$ cat src/rtl/seg_595_rx.sv
// Receive-side model of the cascaded 74HC595 pair: synchronizes ds/shcp/stcp/oe and rebuilds
// the 6-bit digit select and 8-bit segment word with framing checks. Optional SEG595_RX_FILT_EN.
module seg_595_rx #(
  parameter int unsigned SYNC_STAGES = 2,
  parameter int unsigned FILT_LEN    = 3
) (
  input  logic       sys_clk,
  input  logic       sys_rst,
  input  logic       ds,
  input  logic       shcp,
  input  logic       stcp,
  input  logic       oe,
  output logic [5:0] sel,
  output logic [7:0] seg,
  output logic       disp_en,
  output logic       frame_vld,
  output logic       frame_err
);

  // Pin vector order: {oe, stcp, shcp, ds}; oe idles high so its flops reset to 1.
  localparam logic [3:0] PinRst = 4'b1000;

  logic [3:0]                  pin_raw;
  logic [SYNC_STAGES-1:0][3:0] sync_q, sync_d;
  logic [3:0]                  pin_s;
  logic [3:0]                  lvl;

  assign pin_raw = {oe, stcp, shcp, ds};

  always_comb begin
    sync_d = sync_q;
    for (int i = SYNC_STAGES - 1; i > 0; i--) begin
      sync_d[i] = sync_q[i-1];
    end
    sync_d[0] = pin_raw;
  end

  always_ff @(posedge sys_clk) begin
    if (sys_rst) sync_q <= {SYNC_STAGES{PinRst}};
    else         sync_q <= sync_d;
  end

  assign pin_s = sync_q[SYNC_STAGES-1];

`ifdef SEG595_RX_FILT_EN
  localparam int unsigned CntW = $clog2(FILT_LEN + 1);

  logic [3:0]           filt_q, filt_d;
  logic [3:0][CntW-1:0] fcnt_q, fcnt_d;

  // Level flips only after FILT_LEN consecutive samples disagreeing with it.
  always_comb begin
    filt_d = filt_q;
    fcnt_d = fcnt_q;
    for (int i = 0; i < 4; i++) begin
      if (pin_s[i] != filt_q[i]) begin
        if (fcnt_q[i] == CntW'(FILT_LEN - 1)) begin
          filt_d[i] = pin_s[i];
          fcnt_d[i] = '0;
        end else begin
          fcnt_d[i] = fcnt_q[i] + 1'b1;
        end
      end else begin
        fcnt_d[i] = '0;
      end
    end
  end

  always_ff @(posedge sys_clk) begin
    if (sys_rst) begin
      filt_q <= PinRst;
      fcnt_q <= '0;
    end else begin
      filt_q <= filt_d;
      fcnt_q <= fcnt_d;
    end
  end

  assign lvl = filt_q;
`else
  assign lvl = pin_s;
`endif

  logic [1:0]  hist_q;
  logic        shcp_rise, stcp_rise;
  logic [13:0] sr_q, sr_d;
  logic [3:0]  cnt_q, cnt_d;
  logic [5:0]  sel_q, sel_d;
  logic [7:0]  seg_q, seg_d;
  logic        vld_q, vld_d;
  logic        err_q, err_d;
  logic [13:0] sr_nxt;
  logic [3:0]  cnt_nxt;

  assign shcp_rise = lvl[1] & ~hist_q[0];
  assign stcp_rise = lvl[2] & ~hist_q[1];

  // Shift is resolved before latch so a coincident shcp/stcp rise latches the new bit.
  always_comb begin
    sr_nxt  = sr_q;
    cnt_nxt = cnt_q;
    if (shcp_rise) begin
      sr_nxt  = {sr_q[12:0], lvl[0]};
      cnt_nxt = (cnt_q == 4'd15) ? 4'd15 : cnt_q + 4'd1;
    end
    sr_d  = sr_nxt;
    cnt_d = cnt_nxt;
    sel_d = sel_q;
    seg_d = seg_q;
    vld_d = 1'b0;
    err_d = err_q;
    if (stcp_rise) begin
      for (int i = 0; i < 6; i++) begin
        sel_d[i] = sr_nxt[13-i];
      end
      seg_d = sr_nxt[7:0];
      vld_d = 1'b1;
      err_d = (cnt_nxt != 4'd14);
      cnt_d = '0;
    end
  end

  always_ff @(posedge sys_clk) begin
    if (sys_rst) begin
      hist_q <= '0;
      sr_q   <= '0;
      cnt_q  <= '0;
      sel_q  <= '0;
      seg_q  <= '0;
      vld_q  <= 1'b0;
      err_q  <= 1'b0;
    end else begin
      hist_q <= lvl[2:1];
      sr_q   <= sr_d;
      cnt_q  <= cnt_d;
      sel_q  <= sel_d;
      seg_q  <= seg_d;
      vld_q  <= vld_d;
      err_q  <= err_d;
    end
  end

  assign sel       = sel_q;
  assign seg       = seg_q;
  assign frame_vld = vld_q;
  assign frame_err = err_q;
  assign disp_en   = ~lvl[3];

endmodule

$ cat config.mk
export PLATFORM = sky130hd
export DESIGN_NAME = seg_595_rx
export DESIGN_NICKNAME = d
export VERILOG_FILES = /design/src/rtl/seg_595_rx.sv
export SDC_FILE = /design/constraint.sdc
export NUM_CORES = 1
export LEC_CHECK = 0
export ABC_AREA = 1
export CAP_MARGIN = 20
export CORE_MARGIN = 1
export CORE_UTILIZATION = 52
export DETAILED_ROUTE_END_ITERATION = 7
export GPL_TIMING_DRIVEN = 0
export PLACE_DENSITY = 0.77
export SYNTH_ARGS = -nofsm -noshare
export SYNTH_HDL_FRONTEND = slang
export SYNTH_SLANG_ARGS = --single-unit
export TNS_END_PERCENT = 100
$ cat constraint.sdc
create_clock -name sys_clk -period 1.35 [get_ports sys_clk]
set_clock_uncertainty 0.1 [all_clocks]
set_input_delay 0.135 -clock sys_clk [delete_from_list [all_inputs] [get_ports sys_clk]]
set_output_delay 0.135 -clock sys_clk [all_outputs]
set_load 0.005 [all_outputs]
==> impl_metrics.json, run 1 <==
{
  "drive_gt1_share_pct": 30.45,
  "irDropWorstVdd_v": 0.0009732,
  "start_util_pct": 55.99,
  "worstPathCellList": "inv_4 > nor2_4 > nand4_1 > nand3_2 > nand2_1 > nand2_1 > nand2_1",
  "fin_ws_ns": 0.02188,
  "fin_util_pct": 72.40,
  "cts_max_path_buffers": 2,
  "path_common_cell": "nand2_1",
  "clk_latency_ns": 0.35,
  "synth_nets": 186,
  "max_freq_ghz": 0.7529,
  "drt_pass1_iterations": 7,
  "drc": 6,
  "cp_top_family": "simple AND/OR/NAND/NOR gates",
  "critPathRequiredTime_ns": 1.49,
  "leakage_uw": 0.0009723,
  "yosys_warnings": 0,
  "setup_tns_ns": 0,
  "routabilityCongestion": 0.7478,
  "postSynthCellCount": 179,
  "overflow": 0,
  "postCtsHoldBufs": 0,
  "maxCapViolCount": 0,
  "hp-class": "input port to flop",
  "dieWidth_um": 57.19,
  "yosysTopAreaCellShare_pct": 55.61,
  "crit_fanout": 5,
  "critPathLaunchType": "flop",
  "area_growth_pct": 29.30,
  "final_nets": 226,
  "cp.arrival_ns": 1.47,
  "grt_pass1_vias": 1161,
  "cts_sinks": 44,
  "yosysSeqAreaShare_pct": 55.61,
  "crit_slowest_cell": "dfxtp_4",
  "grt_max_degree": 14,
  "core_mm2": 0.002829,
  "ys_ff_latch": 44,
  "path_buf_inv": 1,
  "synth.most_common_cell": "nand2_1",
  "fin_cells": 251,
  "antenna_found_initial": 0,
  "rsz0062_at_grt": "true",
  "cts_max_level": 2,
  "num_rows": 19,
  "min_period_over_period_pct": 98.38,
  "ys_types": 22,
  "outcome": "finished, violations left",
  "grt_first_pass_wirelength_mm": 4.968,
  "syn_area_mm2": 0.001584,
  "finalPower_uw": 2408,
  "io_buffer_count": 21,
  "die_area_mm2": 0.003271,
  "cts_buffers": 5,
  "hpwl_mm": 2.104,
  "worstSetupPathType": "flop to flop",
  "crit_path_end_kind": "flop",
  "relSlewSlack_pct": 74.02,
  "diodes": 0,
  "cts_root_buf": "clkbuf_4",
  "routedWlPerCell_um": 12.92,
  "finalHoldViolations": 0,
  "violations": "DRC",
  "slowest_delay_ns": 0.39,
  "dp_slack_ns": -0.1395,
  "totalWireLength_mm": 3.242,
  "drt-initial-drc-count": 68,
  "synth-edff-count": 0,
  "tightest_slew_ns": 0.3897,
  "synth_area_per_cell_um2": 8.849,
  "yosysTopAreaCell": "dfxtp_1",
  "finalSetupViolations": 0,
  "p_per_area_mw_per_mm2": 1176,
  "clk_pin_slew_ns": 0.13,
  "vias_per_cell": 5.016,
  "num_vias": 1259,
  "period_needed_ns": 1.328,
  "synthTopCellsByArea": "dfxtp_1, nand2_1, a211oi_2, inv_1, nor2_1",
  "die_y_um": 57.19,
  "io_pins": 23,
  "async_flop_share_pct": 0,
  "cts_tree": "yes",
  "dpl.cell_count": 231,
  "ys.flop_type": "dfxtp_1",
  "track_usage_pct": 20.15,
  "synth_commonest_cells": "nand2_1, dfxtp_1, inv_1",
  "slew_violations": 0,
  "ant_nets": 0
}
power by group:
group / internal, uW / switching, uW / total (uW)
registers: 1330 / 15.4 / 1350
logic: 75.8 / 96.2 / 172
clock network: 492 / 397 / 889
total: 1900 / 509 / 2410
worst reg2reg max path, delay by kind of cell (launching register included):
family	cells	cell delay, ns
simple gates	6	0.70
flops	1	0.39
buf+inv	1	0.04
state kept, by name, indices dropped and copies added (netlist names):
name / count
sel: 6
frame_vld: 1
sync_d: 4
hist_q: 2
frame_err: 1
seg: 8
sr_q: 14
cnt_q: 4
lvl: 4
routing by layer:
layer | share of wire [%] | GRT usage [%] | vias up
met5 | 0 | 0 | -
met4 | 1.9 | 11.50 | 0
met3 | 3.6 | 5.215 | 7
met2 | 51 | 32.94 | 36
met1 | 44 | 24.13 | 574
li1 | - | - | 642
worst paths after layout:
kind	from	slack, ns	cells after the start	to
min reg2reg	sync_d[5]$_SDFF_PP0_	0.30	2	lvl[1]$_SDFF_PP0_
max	lvl[1]$_SDFF_PP0_	0.02	7	frame_err$_SDFFE_PP0P_
min	sys_rst	0.04	2	sr_q[10]$_SDFF_PP0_
max reg2reg	lvl[1]$_SDFF_PP0_	0.02	7	frame_err$_SDFFE_PP0P_
layout make-up:
cell class / count / area (um^2)
buffer: 7 / 52.55
clock buffer: 7 / 65.06
clock inverter: 1 / 30.03
fill: 220 / 780.7
inverter: 21 / 81.33
multi-input combinational: 107 / 595.6
sequential: 44 / 908.4
tap: 31 / 38.79
timing repair buffer: 33 / 276.5
cells in the final DEF, fill, tap and decap left out, drive strengths merged:
master,instances
nand2,52
dfxtp,44
inv,21
nor2,20
buf,18
dlygate4sd2,17
a21oi,10
clkbuf,8
a211oi,7
a22o,7
clkdlybuf4s50,4
nand3,4
or2,2
nand4,1
nand3b,1
o21ai,1
nor3,1
ha,1
bufinv,1
through the flow:
step,cell area (um^2),hold slack [ns]
final,2048,0.03920
after detailed placement,1833,0.2950
after global placement,1833,0.2880
after CTS,1951,0.03247
after global routing,2048,0.05142
after floorplan,1584,0.1388
cells by family after synthesis:
logic type / synth area share (%)
simple gates: 21.41
flops: 55.61
buf+inv: 7.898
compound gates: 14.30
fa+ha+maj: 0.7898
timing repair:
item                                    in CTS  in global routing
endpoints found under the setup margin      36                 18
resized for setup                           38                  8
gates cloned                                 0                  1
pin swaps                                    0                  4
setup buffers                                1                 10
(Power assumes the default switching activity.)
==> run 2, diff against run 1 <==
- CELL_PAD_IN_SITES_DETAIL_PLACEMENT: default -> 1
- CELL_PAD_IN_SITES_GLOBAL_PLACEMENT: default -> 1
- CORE_UTILIZATION: 52 -> 39
- PLACE_DENSITY: 0.77 -> default
- PLACE_DENSITY_LB_ADDON: default -> 0.1
==> impl_metrics.json, run 2 (synthesis gave the netlist of run 1 again) <==
{
  "outcome": "complete, no violations",
  "overflow": 0,
  "fin_ws_ns": 0.003127,
  "grt_first_pass_wirelength_mm": 5.630,
  "rsz0062_at_grt": "true",
  "cp.arrival_ns": 1.49,
  "drt-initial-drc-count": 60,
  "die_area_mm2": 0.004320,
  "start_util_pct": 42.00,
  "leakage_uw": 0.0009886,
  "layout.area.seq_um2": 908.4,
  "area_growth_pct": 34.76,
  "cp-startpoint": "lvl[1]$_SDFF_PP0_",
  "cts_max_level": 2,
  "critPathLaunchType": "flop",
  "crit_fanout": 5,
  "finalPower_uw": 2536,
  "final_cell_mix": "nand2_1, dfxtp_1, inv_1",
  "die_y_um": 65.73,
  "dpl.cell_count": 248,
  "p_per_area_mw_per_mm2": 1188,
  "hp-class": "input port to flop",
  "routedWlPerCell_um": 14.11,
  "drc": 0,
  "dieWidth_um": 65.73,
  "critPathRequiredTime_ns": 1.49,
  "cts_sinks": 44,
  "cts_tree": "yes",
  "vias_per_cell": 4.857,
  "multiInputGateArea_um2": 615.6,
  "routabilityCongestion": 0.7643,
  "clk_latency_ns": 0.29,
  "relSlewSlack_pct": 74.19,
  "totalWireLength_mm": 3.753,
  "cts_max_path_buffers": 2,
  "ant_nets": 0,
  "tightest_slew_ns": 0.3872,
  "drive_gt1_share_pct": 30.73,
  "postCtsHoldBufs": 0,
  "finalHoldViolations": 0,
  "min_period_over_period_pct": 99.77,
  "cts_root_buf": "clkbuf_8",
  "diodes": 0,
  "fin_util_pct": 56.60,
  "num_vias": 1292,
  "fin_cells": 266,
  "io_pins": 23,
  "fillers": 450,
  "largest_register": "sr_q",
  "irDropWorstVdd_v": 0.0007081,
  "max_freq_ghz": 0.7425,
  "crit_path_end": "seg[3]$_SDFFE_PP0P_",
  "clk_pin_slew_ns": 0.08,
  "place_area_mm2": 0.001854,
  "cts_buffers": 5,
  "drt_pass1_iterations": 4,
  "rr_worst_depth": 6,
  "final_common_cell": "nand2_1",
  "grt_pass1_vias": 1241,
  "hpwl_mm": 2.196,
  "period_needed_ns": 1.347,
  "crit_path_end_kind": "flop",
  "num_rows": 22,
  "worstSetupPathType": "flop to flop",
  "design_area_mm2": 0.002135,
  "io_buffer_count": 21,
  "worst_r2r_endpoint": "seg[3]$_SDFFE_PP0P_",
  "slew_violations": 0,
  "r2r_slack_ns": 0.003,
  "maxCapViolCount": 0,
  "core_mm2": 0.003771,
  "track_usage_pct": 17.91,
  "dp_slack_ns": -0.1352,
  "largest_reg_flops": 14,
  "rr_startpoint": "lvl[1]$_SDFF_PP0_",
  "finalSetupViolations": 0,
  "grt_max_degree": 15,
  "antenna_found_initial": 0,
  "final_nets": 224
}
## run 2: area by class of cell
class / count / share of cell area [%]
Clock inverter: 3 / 1.993
Inverter: 21 / 3.927
Multi-Input combinational cell: 107 / 28.84
Buffer: 7 / 2.814
Timing Repair Buffer: 31 / 13.83
Tap cell: 48 / 2.814
Clock buffer: 5 / 3.224
Sequential cell: 44 / 42.56
## run 2: how the worst min path moves through the flow
stage	cells past startpoint	to	slack (ns)	from
final	2	sr_q[2]$_SDFF_PP0_	0.11	sys_rst
after global routing	2	sr_q[2]$_SDFF_PP0_	0.11	sys_rst
after CTS	2	sr_q[10]$_SDFF_PP0_	0.10	sys_rst
after detailed placement	2	lvl[1]$_SDFF_PP0_	0.30	sync_d[5]$_SDFF_PP0_
after global placement	2	lvl[1]$_SDFF_PP0_	0.29	sync_d[5]$_SDFF_PP0_
after floorplan	1	sync_d[7]$_SDFF_PP1_	0.14	oe
## run 2: through the flow
stage	hold slack, ns	setup TNS, ns
after floorplan	0.1388	0
after global placement	0.2908	-1.325
after detailed placement	0.2987	-1.106
after CTS	0.1046	0
after global routing	0.1062	-0.3206
final	0.1076	0
## run 2: critical path: stages, from the launching register on
cell,delay [ns]
dfxtp_4,0.39
inv_4,0.04
nor2_4,0.16
buf_2,0.21
nand2_1,0.09
a21oi_2,0.16
a22o_1,0.14
## run 2: power breakdown
group          switching (uW)  leakage, uW  internal (uW)
sequential               18.7     0.000367           1330
clock                     453    0.0000541            547
combinational             104     0.000567           84.0
## run 2: per-layer routing
metal	wire length [um]	part of all wire [%]	track usage, %
met1	1601	43	20.54
met2	1969	52	30.99
met3	137	3.7	5.382
met4	44	1.2	6.522
met5	0	0	0
## run 2: what timing repair did
item,CTS,global route
cloned,0,2
setup endpoints to repair,35,20
pin swaps,1,5
resized for setup,34,18
buffers inserted,2,6
